--- config.mk ---
export PLATFORM = sky130hd
export DESIGN_NAME = step_counter
export DESIGN_NICKNAME = d
export VERILOG_FILES = /design/src/rtl/step_counter.sv
export SDC_FILE = /design/constraint.sdc
export NUM_CORES = 1
export LEC_CHECK = 0
export ABC_AREA = 1
export CAP_MARGIN = 20
export CORE_ASPECT_RATIO = 1.25
export CORE_MARGIN = 8
export CORE_UTILIZATION = 39
export DETAILED_ROUTE_END_ITERATION = 12
export PLACE_DENSITY = 0.7
export REMOVE_ABC_BUFFERS = 1
export SLEW_MARGIN = 20
export SYNTH_ARGS = -nofsm -noshare
export SYNTH_HDL_FRONTEND = slang
export SYNTH_SLANG_ARGS = --single-unit
export TNS_END_PERCENT = 100
--- constraint.sdc ---
create_clock -name clk -period 2 [get_ports clk]
set_clock_uncertainty 0.1 [all_clocks]
set_input_delay 0.4 -clock clk [delete_from_list [all_inputs] [get_ports clk]]
set_output_delay 0.4 -clock clk [all_outputs]
set_load 0.05 [all_outputs]
--- src/rtl/step_counter.sv ---
// -----------------------------------------------------------------------------
// step_counter
//
// Prescaled up-counter with a two-state run/idle controller. While running,
// a prescaler generates one tick every step_div+1 cycles; each tick either
// increments the count (sel=1) or clears it (sel=0). A synchronous load,
// a terminal-count indication and a sticky overflow flag are provided.
//
// Build option:
//   STEP_COUNTER_SAT_EN  undefined -> wrap mode: increment at MAX_VAL wraps
//                                     to 0, tc is a 1-cycle pulse after wrap.
//                        defined   -> saturate mode: increment at MAX_VAL
//                                     holds, tc is a level (count==MAX_VAL).
//
// Ports:
//   clk       in   1      rising-edge clock
//   rst_n     in   1      asynchronous reset, active-low
//   start     in   1      request IDLE -> RUN
//   stop      in   1      request RUN -> IDLE (wins over start)
//   sel       in   1      tick action: 1 = increment, 0 = clear
//   step_div  in   DIV_W  one tick every step_div+1 RUN cycles
//   load      in   1      synchronous load of load_val (clamped to MAX_VAL)
//   load_val  in   WIDTH  value to load
//   ovf_clr   in   1      clears the sticky overflow flag
//   count     out  WIDTH  current count
//   running   out  1      1 while in RUN
//   tc        out  1      terminal-count indication
//   overflow  out  1      sticky overflow flag
// -----------------------------------------------------------------------------
module step_counter #(
    parameter int WIDTH   = 4,
    parameter int MAX_VAL = (1 << WIDTH) - 1,
    parameter int DIV_W   = 8
) (
    input  logic             clk,
    input  logic             rst_n,
    input  logic             start,
    input  logic             stop,
    input  logic             sel,
    input  logic [DIV_W-1:0] step_div,
    input  logic             load,
    input  logic [WIDTH-1:0] load_val,
    input  logic             ovf_clr,
    output logic [WIDTH-1:0] count,
    output logic             running,
    output logic             tc,
    output logic             overflow
);

    localparam logic [WIDTH-1:0] MAX_C = WIDTH'(MAX_VAL);

    typedef enum logic {
        IDLE = 1'b0,
        RUN  = 1'b1
    } state_e;

    state_e           state_q, state_d;
    logic [DIV_W-1:0] presc_q, presc_d;
    logic [WIDTH-1:0] count_q, count_d;
    logic             running_q, running_d;
    logic             tc_q, tc_d;
    logic             ovf_q, ovf_d;

    logic             tick;
    logic             ovf_set;
`ifndef STEP_COUNTER_SAT_EN
    logic             wrap;
`endif

    // Compare happens against the live step_div, so a new divisor takes
    // effect at the next compare.
    assign tick = (state_q == RUN) && (presc_q == step_div);

    // Priority: load > stop > tick. Anything lower is discarded on that edge.
    always_comb begin
        // NOTE: every signal assigned here gets a default first, otherwise
        // paths that skip an assignment would infer a latch.
        state_d = state_q;
        presc_d = presc_q;
        count_d = count_q;
        ovf_set = 1'b0;
`ifndef STEP_COUNTER_SAT_EN
        wrap    = 1'b0;
`endif

        if (load) begin
            // State is untouched by load; a coincident stop or start is lost.
            count_d = (load_val > MAX_C) ? MAX_C : load_val;
            presc_d = '0;
        end else if (stop) begin
            state_d = IDLE;
            presc_d = '0;
        end else if (state_q == IDLE) begin
            presc_d = '0;
            if (start) begin
                state_d = RUN;
            end
        end else if (tick) begin
            presc_d = '0;
            if (!sel) begin
                count_d = '0;
            end else if (count_q == MAX_C) begin
                ovf_set = 1'b1;
`ifdef STEP_COUNTER_SAT_EN
                count_d = MAX_C;
`else
                count_d = '0;
                wrap    = 1'b1;
`endif
            end else begin
                count_d = count_q + WIDTH'(1);
            end
        end else begin
            presc_d = presc_q + DIV_W'(1);
        end

        // Set wins over a coincident clear.
        ovf_d     = ovf_set | (ovf_q & ~ovf_clr);
        running_d = (state_d == RUN);
`ifdef STEP_COUNTER_SAT_EN
        // Level derived from the next count so it lines up with count.
        tc_d      = (count_d == MAX_C);
`else
        // Pulse visible in the cycle after the wrap edge.
        tc_d      = wrap;
`endif
    end

    always_ff @(posedge clk or negedge rst_n) begin
        if (!rst_n) begin
            state_q   <= IDLE;
            presc_q   <= '0;
            count_q   <= '0;
            running_q <= 1'b0;
            tc_q      <= 1'b0;
            ovf_q     <= 1'b0;
        end else begin
            // NOTE: state registers use non-blocking assignments so every
            // register samples the pre-edge values regardless of order.
            state_q   <= state_d;
            presc_q   <= presc_d;
            count_q   <= count_d;
            running_q <= running_d;
            tc_q      <= tc_d;
            ovf_q     <= ovf_d;
        end
    end

    assign count    = count_q;
    assign running  = running_q;
    assign tc       = tc_q;
    assign overflow = ovf_q;

endmodule

After elaboration in Yosys (flattened, before gate mapping):

Index checks and enable logic that the tools add are counted.

* muxes and demuxes: 20
* eq/ne operators: 3
* $add $sub $neg: 2
* reductions and logical operators: 4
* bitwise operators: 3
* order comparisons: 1

Operator list (number)
* 2-to-1 mux 8 bit: 4
* 2-to-1 mux 4 bit: 7
* 2-to-1 mux 1 bit: 9
* adder 8 x 1 -> 8 bit, second input constant: 1
* equality test 8 bit: 1
* adder 4 x 1 -> 4 bit, second input constant: 1
* equality test 4 bit, second input constant: 1
* greater-than comparator 4 bit, second input constant: 1
* nonzero test 2 bit: 2
* AND reduction 3 bit: 1
* != test 2 x 1 -> 1 bit, second input constant: 1
* bitwise AND 1 bit: 1
* logical AND 1 bit: 1
* inverter 1 bit: 1
* bitwise OR 1 bit: 1

* register bits: 15
* output and inout bits: 7
* logic and storage cells: 38

Longest topological paths before layout:

* word-level depth: 8
* depth in mapped cells: 10
* gate-level depth less buffers: 10

Worst setup path after synthesis:

OpenSTA, ideal clock, no wires.

* path type: register to register
* start: reg, netlist name running
* end: reg presc_q[7]
* library setup time: 121 ps
* slack: 434 ps
* data required time: 1779 ps
* period minus slack after synthesis: 1566 ps
* cell stages (with the launch flop): 8
* arrival: 1345 ps
* cell sequence: dfrtp_1 > inv_1 > a21oi_1 > nand3_1 > nor2_4 > nand2_1 > nand2_2 > nor2_1

RTL lines
* to (signal assigned): line 141 `presc_q <= presc_d;`
* to (decl): line 58 `logic [DIV_W-1:0] presc_q, presc_d;`

Worst setup path after layout:

* start: in step_div[5]
* end: reg presc_q[7]

* longest elaborated chain between the ends: 6

Ends and longest elaborated chain
* from (decl): line 40 `input logic [DIV_W-1:0] step_div,`
* equality test 8 bit: line 72 `assign tick = (state_q == RUN) && (presc_q == step_div);`
* logical AND 1 bit: line 72
* 2-to-1 mux 8 bit: line 98 `end else if (tick) begin`
* 2-to-1 mux 8 bit: line 93 `end else if (state_q == IDLE) begin`
* 2-to-1 mux 8 bit: line 90 `end else if (stop) begin`
* 2-to-1 mux 8 bit: line 86 `if (load) begin`
* net presc_d[7]: line 58

The timed path passes the listed nets, and every way through them passes these cells.
A chain may end at the register's enable or synchronous reset.

==> results summary <==
The min-delay analysis places its worst path in the category input port to async pin. The final antenna-violating net count came out at 0. The share of total power in sequential cells came out at 0.483. The fill cell instance count of the final layout came out at 251. The net switching share of the total power came out at 0.3139. In the synthesized netlist, the cells that appear most often are sky130_fd_sc_hd__nand2_1 (38), sky130_fd_sc_hd__inv_1 (17), sky130_fd_sc_hd__dfrtp_1 (15), sky130_fd_sc_hd__nor2_1 (14), sky130_fd_sc_hd__nand3_1 (10). The number of buffers inserted by hold repair at cts came out at 0. No sink is reached through more buffers than the 2 on the longest clock path. Of the synthesized area, sequential elements account for 0.3717. The overall die area is 4483 µm². The worst flop-to-flop path endpoint is presc_q[7]. The number of placement rows came out at 20.

The total placed instance area is 1287 µm². The number of failing hold endpoints at the final stage is 0. The clock period could shrink to 1.545 ns. For this run, asynchronously set or reset flops after synthesis account for 1.000. The post-route cell area is 1314 µm². The first global-routing pass estimated 3.960 mm of wire. Max-cap violations in this run came to 0. The worst reg-to-reg setup slack came out at 0.57 ns. CTS built an H-tree with a depth of 1. The worst register-to-register path begins at presc_q[4]. The die height is 72.89 µm. The total number of yosys warnings came out at 0.

Entering global routing, the biggest net connects 16 pins. The number of register bits inferred by synthesis came out at 15. The layout net count came out at approximately 190.

The flow ran to the end, and the final reports show no timing, DRC or antenna violations. The number of antenna violations at the first check in global routing is 0. In this run the horizontal extent of the chip is a little over 60 µm.

The post-detailed-route via-to-cell ratio came out at 4.631. Among all flip-flop cells after synthesis, the most frequent one is sky130_fd_sc_hd__dfrtp_1. The number of pins with negative max-slew slack in the final report came out at 0. Of the total power, the clock network draws 0.251.

Summing internal, switching and leakage power gives 686.4 µW. TritonCTS built the clock tree. The number of flops mapped to enable cells by yosys is 0.

After synthesis, the cell types taking the most area are sky130_fd_sc_hd__dfrtp_1 (37%), sky130_fd_sc_hd__nand2_1 (14%), sky130_fd_sc_hd__inv_1 (6.3%). The critical path's largest stage delay is 0.50 ns. The antenna diode instance count is 0.

The initial core utilization is 0.4117. The maximum frequency from static timing analysis is 0.6471 GHz. The cell taking the most area after synthesis is sky130_fd_sc_hd__dfrtp_1.

Setup repair after global routing left no endpoint under its margin. The average cell area after synthesis is 7.479 µm². In this run the tightest slew margin relative to its limit is 0.7934. The TritonCTS buffer count came out at 3. The number of clock sinks is 15. The sum of negative setup slack is 0 ns. On the critical path, the stage with the largest delay is an instance of sky130_fd_sc_hd__clkdlybuf4s50_1. VDD sags by at most around 320 µV. The share of post-route cells with drive strength above 1 is 0.1758. The cell count after synthesis came out at 135. On the critical path the largest part of the delay comes from simple AND/OR/NAND/NOR gates. The worst path buffer plus inverter count came out at 3.

The share of total power in combinational logic is 0.266. The number of primary I/O pins is 26. The count of cells along the worst register-to-register path came out at 6. The arrival time reported for the critical path endpoint is 1.62 ns.

The clock-pin slew of the registers on the worst-case setup and hold paths is 0.08 ns. The last weighted congestion value of the routability-driven placer is between 0.8 and 0.9. The number of DRC markers after the initial detailed-route iteration is 30.

The utilization after layout came out at 0.5357. The total detailed-routing wirelength is ~2.2 mm. Clock tree synthesis selected as its root buffer the cell sky130_fd_sc_hd__clkbuf_4. In the finished design, the share of the clock period the worst path needs comes to 0.7727. The critical path starts at step_div[5].

At the pin with the least slew margin, the transition time is 0.3100 ns. The total iterations of the first detailed-routing run came out at 4. The number of input and output port buffers inserted is 25. The final instance count without filler cells is about 200. The clock reaches the later pin of the worst-skew pair after 0.28 ns. The net switching power figure is 215.5 µW. Power spread over the standard cell area amounts to 522.5 nW/µm². Compared with the post-synthesis result, the final layout area differs by 30.11%.

After detailed routing, the average wire length per cell comes to 11.20 µm. In this run the cell area of the synthesized design comes to 1010 µm². The total congestion overflow after global routing is 0. The area of the core is 2452 µm². The maximum fanout along the worst path is 8. In this run the post-CTS setup repair buffer count came out at 0. The cell type with the highest occurrence count on the critical path is sky130_fd_sc_hd__nand2_1. The cell count after placement came out at 194.

The number of cells upsized or downsized after cts came out at 0. The count of final setup violators came out at 0. Traced cell by cell, the critical path runs through clkdlybuf4s50_1 -> inv_1 -> nand2_1 -> nand2_1 -> inv_1 -> nand3_1 -> nor2_4 -> nand2_1 -> nand2_2 -> nor2_1. Data on the critical path is required at its endpoint by 2.08 ns. The critical path endpoint category is a flop. The leakage power is 0.6440 nW. The number of global-route vias before repair came out at between 900 and 1000. The worst setup path is of the input port to flop kind. STA classifies the critical path startpoint as an input port. The placed wire-length estimate after detailed placement is 1.853 mm.

The internal portion of the total power is 471.0 µW. The vias after detailed routing is a little over 900. For this run, the total global-route usage over all layers was measured as 0.1135.

The unique cell type count in the Yosys netlist came out at 27. Of the post-synthesis cell area, the dominant cell type holds 0.3717. The cell with the most instances after synthesis is sky130_fd_sc_hd__nand2_1. The total DRC errors in the routed layout is 0.
## registers in the layout (all words and copies together), names as in the netlist
register,count
overflow,1
tc,1
running,1
presc_q,8
count,4
## worst max-delay path by stage
stage                      end  slack, ns  depth (start not counted)
global route        presc_q[7]       0.33                         10
detailed placement  presc_q[7]       0.13                         10
CTS                 presc_q[7]       0.44                         10
floorplan           presc_q[7]       0.43                          7
finish              presc_q[7]       0.45                         10
global placement    presc_q[5]       0.17                         10
## worst reg2reg max path, cell delays in order, from the launching register on
cell and delay (ns):
sky130_fd_sc_hd__dfrtp_1 0.50, sky130_fd_sc_hd__xnor2_2 0.20, sky130_fd_sc_hd__nand2_2 0.08, sky130_fd_sc_hd__nor2_4 0.14, sky130_fd_sc_hd__nand2_1 0.08, sky130_fd_sc_hd__nand2_2 0.14
sky130_fd_sc_hd__nor2_1 0.07
## layout by cell type, fill, tap and decap left out, drive strengths merged
cell type	count
nor2	17
xor2	5
nand3	13
nand4	1
o21ai	3
clkbuf	4
clkdlybuf4s50	18
nor3	2
dfrtp	15
xnor2	4
nor2b	1
a22o	1
ha	2
buf	9
or2	1
nand2	43
a21oi	4
inv	20
clkinv	2
## logic make-up (layout without fill, tap and decap cells)
family                     Yosys count  in the layout  share of synthesized area
adders and majority gates            2              2                    0.02478
xor gates and xnor gates             9              9                    0.08551
AOI/OAI and AO/OA                    8              8                    0.04709
buffers and inverters               23             53                    0.09294
and+or+nand+nor                     78             78                     0.3780
DFF                                 15             15                     0.3717
## through the flow
| step | setup slack (ns) | hold WS [ns] |
|---|---|---|
| after floorplan | 0.4336 | 0.004409 |
| after global placement | 0.1690 | 0.3713 |
| after detailed placement | 0.1330 | 0.3874 |
| after CTS | 0.4425 | 0.3168 |
| after global routing | 0.3324 | 0.3216 |
| final | 0.4546 | 0.3175 |
## layout make-up
cell class	count	area, µm²	share of cell area
Sequential cell	15	375.4	0.2857
Inverter	22	82.58	0.06286
Clock buffer	4	26.28	0.02000
Tap cell	33	41.29	0.03143
Timing Repair Buffer	27	247.7	0.1886
Multi-Input combinational cell	97	540.5	0.4114
## routing by layer
layer	vias up	wire length (µm)	track usage
li1	474	-	-
met1	418	977	0.1470
met2	18	1089	0.1730
met3	7	75	0.01058
met4	0	74	0.06853
met5	-	0	0
## power groups by stage
stage,combinational [mW],sequential (mW),clock [mW]
2_1_floorplan,0.0631,0.375,0
3_3_place_gp,0.182,0.337,0
3_5_place_dp,0.184,0.338,0
4_1_cts,0.185,0.332,0.178
5_1_grt,0.199,0.334,0.193
6_report,0.182,0.332,0.172
Note: power is estimated with default switching activity, not from simulation.
